===== src/rtl/mips_load_unit.sv =====
// mips_load_unit
//   Load-data unit between the MEM stage and a fixed-latency synchronous
//   data memory. Accepts one load at a time. Issues the word-aligned read,
//   then selects the byte/halfword lanes, extends the result and returns it
//   over a valid/ready handshake.
//
//   Optional feature macro: MIPS_LOAD_UNIT_UNALIGNED_EN
//     undefined : a misaligned load skips memory and responds with
//                 resp_misaligned=1, resp_data=0 one cycle after accept.
//     defined   : a misaligned load is split into two word reads (addr, addr+4)
//                 and the bytes are merged. resp_misaligned stays 0.
//
//   Handshakes: a transfer happens on a rising edge where valid && ready.
//   valid, and the payload with it, stays stable until that edge.
//
//   Ports
//     clk, reset        rising-edge clock, async active-high reset
//     req_valid/ready   load request handshake
//     req_opcode        MIPS load opcode (lb/lbu/lh/lhu/lw, others = raw word)
//     req_addr          byte address
//     mem_rd_en         one-cycle read strobe
//     mem_addr          word-aligned read address
//     mem_rdata         read data, valid MEM_LAT cycles after mem_rd_en
//     resp_valid/ready  result handshake
//     resp_data         extended load result
//     resp_misaligned   address-error flag, qualified by resp_valid
module mips_load_unit #(
   parameter int ADDR_W     = 32,
   parameter int MEM_LAT    = 1,
   parameter int BIG_ENDIAN = 0
) (
   input  logic              clk,
   input  logic              reset,
   input  logic              req_valid,
   output logic              req_ready,
   input  logic [5:0]        req_opcode,
   input  logic [ADDR_W-1:0] req_addr,
   output logic              mem_rd_en,
   output logic [ADDR_W-1:0] mem_addr,
   input  logic [31:0]       mem_rdata,
   output logic              resp_valid,
   input  logic              resp_ready,
   output logic [31:0]       resp_data,
   output logic              resp_misaligned
);

   localparam logic [5:0] OP_LB  = 6'b100000;
   localparam logic [5:0] OP_LBU = 6'b100100;
   localparam logic [5:0] OP_LH  = 6'b100001;
   localparam logic [5:0] OP_LHU = 6'b100101;
   localparam logic [5:0] OP_LW  = 6'b100011;

   // Wait counter value on the cycle where mem_rdata is valid.
   localparam logic [1:0] LAT_LAST = 2'(MEM_LAT - 1);

   typedef enum logic [2:0] {
      S_IDLE  = 3'd0,
      S_RD1   = 3'd1,
      S_WAIT1 = 3'd2,
      S_RD2   = 3'd3,
      S_WAIT2 = 3'd4,
      S_RESP  = 3'd5
   } state_t;

   state_t            state_q, state_d;
   logic [1:0]        cnt_q, cnt_d;
   logic [5:0]        op_q, op_d;
   logic [1:0]        off_q, off_d;
   logic [ADDR_W-1:0] addr_q, addr_d;
   logic              mis_q, mis_d;
   logic [31:0]       data_q, data_d;
`ifdef MIPS_LOAD_UNIT_UNALIGNED_EN
   logic [31:0]       w0_q, w0_d;
`endif

   function automatic logic is_misaligned(input logic [5:0] op, input logic [1:0] off);
      logic r;
      r = 1'b0;
      if ((op == OP_LH) || (op == OP_LHU)) r = off[0];
      if (op == OP_LW)                     r = (off != 2'b00);
      return r;
   endfunction

   // w0 holds the word at the aligned address, w1 the following word
   // (zero for single-word loads). The pair is shifted so the addressed byte
   // sits in the lowest lane (LE) or the highest lane (BE). After that shift,
   // byte, halfword and word extraction no longer depend on the offset.
   function automatic logic [31:0] format_load(input logic [5:0]  op,
                                               input logic [1:0]  off,
                                               input logic [31:0] w0,
                                               input logic [31:0] w1);
      logic [63:0] pair;
      logic [31:0] s;
      logic [7:0]  b;
      logic [15:0] h;
      logic [31:0] r;
      if (BIG_ENDIAN != 0) begin
         pair = {w0, w1} << {off, 3'b000};
         s    = pair[63:32];
         b    = s[31:24];
         h    = s[31:16];
      end else begin
         pair = {w1, w0} >> {off, 3'b000};
         s    = pair[31:0];
         b    = s[7:0];
         h    = s[15:0];
      end
      case (op)
         OP_LB:   r = {{24{b[7]}}, b};
         OP_LBU:  r = {24'h0, b};
         OP_LH:   r = {{16{h[15]}}, h};
         OP_LHU:  r = {16'h0, h};
         OP_LW:   r = s;
         default: r = w0;
      endcase
      return r;
   endfunction

   always_comb begin
      state_d = state_q;
      cnt_d   = cnt_q;
      op_d    = op_q;
      off_d   = off_q;
      addr_d  = addr_q;
      mis_d   = mis_q;
      data_d  = data_q;
`ifdef MIPS_LOAD_UNIT_UNALIGNED_EN
      w0_d    = w0_q;
`endif
      case (state_q)
         S_IDLE: begin
            if (req_valid) begin
               op_d   = req_opcode;
               off_d  = req_addr[1:0];
               addr_d = {req_addr[ADDR_W-1:2], 2'b00};
               mis_d  = is_misaligned(req_opcode, req_addr[1:0]);
               cnt_d  = 2'd0;
`ifdef MIPS_LOAD_UNIT_UNALIGNED_EN
               state_d = S_RD1;
`else
               if (is_misaligned(req_opcode, req_addr[1:0])) begin
                  data_d  = 32'h0;
                  state_d = S_RESP;
               end else begin
                  state_d = S_RD1;
               end
`endif
            end
         end
         S_RD1: begin
            cnt_d   = 2'd0;
            state_d = S_WAIT1;
         end
         S_WAIT1: begin
            if (cnt_q == LAT_LAST) begin
`ifdef MIPS_LOAD_UNIT_UNALIGNED_EN
               if (mis_q) begin
                  w0_d    = mem_rdata;
                  state_d = S_RD2;
               end else begin
                  data_d  = format_load(op_q, off_q, mem_rdata, 32'h0);
                  state_d = S_RESP;
               end
`else
               data_d  = format_load(op_q, off_q, mem_rdata, 32'h0);
               state_d = S_RESP;
`endif
            end else begin
               cnt_d = cnt_q + 2'd1;
            end
         end
`ifdef MIPS_LOAD_UNIT_UNALIGNED_EN
         S_RD2: begin
            cnt_d   = 2'd0;
            state_d = S_WAIT2;
         end
         S_WAIT2: begin
            if (cnt_q == LAT_LAST) begin
               data_d  = format_load(op_q, off_q, w0_q, mem_rdata);
               state_d = S_RESP;
            end else begin
               cnt_d = cnt_q + 2'd1;
            end
         end
`endif
         S_RESP: begin
            if (resp_ready) state_d = S_IDLE;
         end
         default: state_d = S_IDLE;
      endcase
   end

   always_ff @(posedge clk or posedge reset) begin
      if (reset) begin
         state_q <= S_IDLE;
         cnt_q   <= 2'd0;
         op_q    <= 6'd0;
         off_q   <= 2'd0;
         addr_q  <= '0;
         mis_q   <= 1'b0;
         data_q  <= 32'h0;
`ifdef MIPS_LOAD_UNIT_UNALIGNED_EN
         w0_q    <= 32'h0;
`endif
      end else begin
         state_q <= state_d;
         cnt_q   <= cnt_d;
         op_q    <= op_d;
         off_q   <= off_d;
         addr_q  <= addr_d;
         mis_q   <= mis_d;
         data_q  <= data_d;
`ifdef MIPS_LOAD_UNIT_UNALIGNED_EN
         w0_q    <= w0_d;
`endif
      end
   end

   assign req_ready  = (state_q == S_IDLE) && !reset;
   assign mem_rd_en  = (state_q == S_RD1) || (state_q == S_RD2);
   // Second word address wraps naturally modulo 2^ADDR_W.
   assign mem_addr   = (state_q == S_RD2) ? (addr_q + ADDR_W'(4)) : addr_q;
   assign resp_valid = (state_q == S_RESP);
   assign resp_data  = resp_valid ? data_q : 32'h0;
`ifdef MIPS_LOAD_UNIT_UNALIGNED_EN
   assign resp_misaligned = 1'b0;
`else
   assign resp_misaligned = resp_valid && mis_q;
`endif

endmodule


===== config.mk =====
export PLATFORM = sky130hd
export DESIGN_NAME = mips_load_unit
export DESIGN_NICKNAME = d
export VERILOG_FILES = /design/src/rtl/mips_load_unit.sv
export SDC_FILE = /design/constraint.sdc
export NUM_CORES = 1
export LEC_CHECK = 0
export CORE_MARGIN = 2
export CORE_UTILIZATION = 30
export CTS_BUF_LIST = sky130_fd_sc_hd__clkbuf_2 sky130_fd_sc_hd__clkbuf_4 sky130_fd_sc_hd__clkbuf_8
export DETAILED_ROUTE_END_ITERATION = 10
export SYNTH_ARGS = -nofsm -noshare
export SYNTH_HDL_FRONTEND = slang
export SYNTH_SLANG_ARGS = --single-unit

===== constraint.sdc =====
create_clock -name clk -period 6.6 [get_ports clk]
set_input_delay 0.66 -clock clk [delete_from_list [all_inputs] [get_ports clk]]
set_output_delay 0.66 -clock clk [all_outputs]
set_load 0.005 [all_outputs]

# [After elaboration in Yosys (flattened, before gate mapping)]
# Index checks and enable logic that the tools add are counted.
[totals] regBits=76 inputBits=74 out_inout_bits=68 elab_cells=60
[op_classes] addsub=2 n_eq_ne=17 shifts=1 n_mux=19 n_reduce_logical=14
[ops] cell="$mux W32" count=5
[ops] cell="$pmux W32 S5" count=1
[ops] cell="$pmux W32 S2" count=1
[ops] cell="$eq A6 B6 Y1 const B" count=8
[ops] cell="$add A32 B3 Y32 const B" count=1
[ops] cell="$shr A32 B5 Y32" count=1
[ops] cell="$mux W3" count=4
[ops] cell="$pmux W3 S4" count=1
[ops] cell="$ne A2 B2 Y1 const B" count=4
[ops] cell="$eq A3 B2 Y1 const B" count=2
[ops] cell="$pmux W2 S3" count=1
[ops] cell="$reduce_and A3 Y1" count=2
[ops] cell="$mux W1" count=4
[ops] cell="$mux W2" count=2
[ops] cell="$reduce_and A4 Y1" count=1
[ops] cell="$reduce_bool A2 Y1" count=2
[ops] cell="$eq A3 B1 Y1 const B" count=1
[ops] cell="$eq A3 B3 Y1 const B" count=1
[ops] cell="$logic_not A3 Y1" count=1
[ops] cell="$reduce_bool A3 Y1" count=1
[ops] cell="$add A2 B1 Y2 const B" count=1
[ops] cell="$logic_and A1 B1 Y1" count=2
[ops] cell="$logic_not A2 Y1" count=1
[ops] cell="$logic_or A1 B1 Y1" count=2
[ops] cell="3 further kinds" count=3

# [Logic depth before layout (Yosys ltp)]
[logic_depth] depth_word=9 ltp_mapped=9 ltp_nobuf=6

# [Worst setup path before layout]
# OpenSTA, ideal clock, no wires.
[synth_path] path_type="register to output" start="register state_q[0]" end="output port mem_addr[25]" arrival_ps=1721 required_ps=5940 path_slack_ps=4219 path_stages_with_launch=7 n_path_buf=2 cell_sequence="dfrtp_1 -> clkbuf_1 -> nand3b_1 -> nor3_1 -> clkbuf_1 -> nand4_1 -> xnor2_1"
[synth_via] elab_chain_cells=2
[synth_lines] element="start, declared" line_no="65" rtl="state_t state_q, state_d;"
[synth_lines] element="start signal, assigned" line_no="206" rtl="state_q <= state_d;"
[synth_lines] element="$eq A3 B2 Y1" line_no="222" rtl="assign mem_addr = (state_q == S_RD2) ? (addr_q + ADDR_W'(4)) : addr_q;"
[synth_lines] element="$mux W32" line_no="222"
[synth_lines] element="end, declared" line_no="39" rtl="output logic [ADDR_W-1:0] mem_addr,"
# Every way passes these cells.

# [Final worst setup path]
[layout_path] start="register state_q[1]" end="output port resp_data[17]"
[layout_via] elab_chain_cells=2
[layout_lines] element="$eq A3 B3 Y1" line_no="223" rtl="assign resp_valid = (state_q == S_RESP);"
[layout_lines] element="$mux W32" line_no="224" rtl="assign resp_data = resp_valid ? data_q : 32'h0;"
[layout_lines] element="end, declared" line_no="43" rtl="output logic [31:0] resp_data,"
# Every way passes these cells.

==> out/qor.yml <==
status: "finished, final reports clean"
postRouteAntennaNets: 0
drv_cap: 0
ys_warn_count: 0
min_period_ns: 3.435
cp_top_family: "buffers and inverters"
crit_buf_inv: 2
arrival_ns: 2.77
ir_drop_uv: 167.6
grt_max_degree: 47
synth_edf_count: 0
cts_tree: "yes"
post_cts_resize_count: 0
rows: 46
drt-vias-per-instance: 5.167
track_usage: 0.1707
syn_area_mm2: 0.004775
grt_pass1_vias: 4268
dp_hpwl_um: 10900
antenna_found_initial: 0
post-route-period-util: 0.5204
cp_max_fo: 28
ys_ff_latch: 76
drt-total-wl_um: 14480
cts_buffer_depth: 2
path_depth: 4
grt_pass1_wl_um: 22600
hold_viol_final: 0
die_y_um: 130.2
grt_setup_unrepaired: "false"
max_stage_delay_ns: 0.62
die_area_mm2: 0.01694
reg2regPathDepth: 4
cts_buffers: 9
die_x_um: 130.2
cts_setup_buffers: 0
dr.pass1.iters: 5
fmax_mhz: 291.1
crit_required_ns: 5.94
max_slew.worst_pin.slew_ns: 1.134
setup_viol: 0
num_antenna_cells: 0
power_mw: 2.538
critPathKind: "reg -> out"
overflow: 0
start_kind: "register"
hp-class: "reg -> reg"
synth-main-ff-cell: "dfrtp_1"
drc: 0
drive_gt1_frac: 0.1117
cts_hold_buf: 0
slew_headroom: 0.2441
clk_pin_slew_ns: 0.08
drt_iter0_drc: 279
syn-mean-instance-area_um2: 9.844
nets: 680
io_buffers: 139
synthDistinctLibCells: 58
clock-sinks: 76
fin_worst_skew_ns: 0.01241
worst_hold_path.num_cells: 1
area_delta_synth_final_pct: 36.61
via_count: 4263
crit_slowest_cell: "inv_1"
place_congestion: 0.8653
async_reset_ff_frac: 1.000
clock_latency_ns: 0.35
io_pins: 142
powerDensity_mw_per_mm2: 389.1
start_util: 0.3039
path_cells: "nand3b_1 -> inv_1 -> and2_1 -> clkdlybuf4s50_1"
core_region_area_mm2: 0.01571
htree_levels: 3
postSynthCellCount: 485
wl_per_cell_um: 17.56
power_leakage_nw: 2.498
maxSlewViolCount: 0
finalSetupTns_ns: 0
end_kind: "output pin"
yosysSeqAreaShare: 0.3983
cts-root-buf: "clkbuf_8"
-- per-stage QoR --
step	hold WS, ns	cell area (um^2)	util	cells	worst slack, ns
2_1_floorplan	0.4481	4778	-	486	4.002
3_3_place_gp	0.4676	6321	0.4023	809	3.472
3_5_place_dp	0.4664	6321	0.4023	809	3.430
4_1_cts	0.4905	6523	0.4151	825	3.086
5_1_grt	0.4996	6523	0.4151	825	2.938
6_report	0.4896	6523	0.4151	825	3.165
-- registers in the layout (all words and copies together) (netlist names) --
| register | count |
|---|---|
| off_q | 2 |
| cnt_q | 2 |
| state_q | 3 |
| mis_q | 1 |
| op_q | 6 |
| data_q | 32 |
| addr_q | 30 |
-- cell usage after synthesis, drive strengths merged, types with 10 or more instances --
cell type,instances,area share
xnor2,21,0.039
nor3,14,0.016
mux2,39,0.092
mux2i,18,0.038
nand3,16,0.017
a211oi,10,0.017
buf,13,0.015
inv,22,0.017
o2bb2ai,22,0.040
nand4,22,0.029
clkbuf,26,0.020
nand2,10,0.0079
dfrtp,76,0.40
o21ai,28,0.029
nor2,20,0.016
and2,28,0.037
nor2b,11,0.014
-- path summary, 6_finish.rpt --
kind	from	endpoint	slack (ns)
worst max-delay path	state_q[1]	resp_data[17]	3.17
worst min-delay path	data_q[6]	data_q[6]	0.49
worst max register to register	off_q[0]	data_q[31]	3.92
worst min register to register	data_q[6]	data_q[6]	0.49
max in group asynchronous	reset	data_q[14]	4.79
min in group asynchronous	reset	addr_q[4]	0.75
-- cell families (layout without fill, tap and decap cells) --
group           count (synthesis)  in the layout  synth area share
compound gates                108            108            0.1680
xor+xnor                       29             29           0.05320
fa+ha+maj                       2              2          0.005240
buf+inv                        61            184           0.05320
flops                          76             76            0.3983
mux                            58             58            0.1344
other cells                     1              2         0.0007854
simple gates                  150            150            0.1869
-- final cells by class --
| class | count | area (um^2) |
|---|---|---|
| clock buffers | 12 | 152.6 |
| inverters | 22 | 82.58 |
| fillers | 1524 | 9190 |
| multi-input cells | 349 | 2623 |
| clock inverters | 4 | 48.80 |
| well taps | 216 | 270.3 |
| flip-flops and latches | 76 | 1902 |
| repair buffers | 146 | 1444 |
-- metal layers --
| metal | up-vias | wire length, um | track usage |
|---|---|---|---|
| met5 | - | 0 | 0 |
| met4 | 0 | 438 | 0.06958 |
| met3 | 25 | 592 | 0.02624 |
| met2 | 113 | 7175 | 0.2763 |
| met1 | 2102 | 6276 | 0.2288 |
| li1 | 2023 | - | - |
-- power breakdown --
| group | switching, mW | internal, mW | total (mW) |
|---|---|---|---|
| Combinational | 0.507 | 0.680 | 1.19 |
| Clock | 0.175 | 0.193 | 0.369 |
| Sequential | 0.287 | 0.695 | 0.982 |
-- placed cells by master (no fill, tap or decap), drive strengths merged, types with 3 or more instances in the layout --
cell type and instances:
buf 7, and2 28, a2bb2oi 6, nor3 14
nand3 16, a221oi 8, o22ai 6, o211ai 6
clkbuf 12, mux2i 18, xor2 8, nor2 20
o2bb2ai 22, clkdlybuf4s50 139, a221o 8, clkinv 3
and3 6, nand2 10, nand2b 3, inv 22
mux2 39, nand3b 3, a211oi 10, xnor2 21
o21ai 28, dfrtp 76, nor2b 11, a21oi 4
nand4 22, and4 3, nor4bb 3
(Power assumes the default switching activity.)
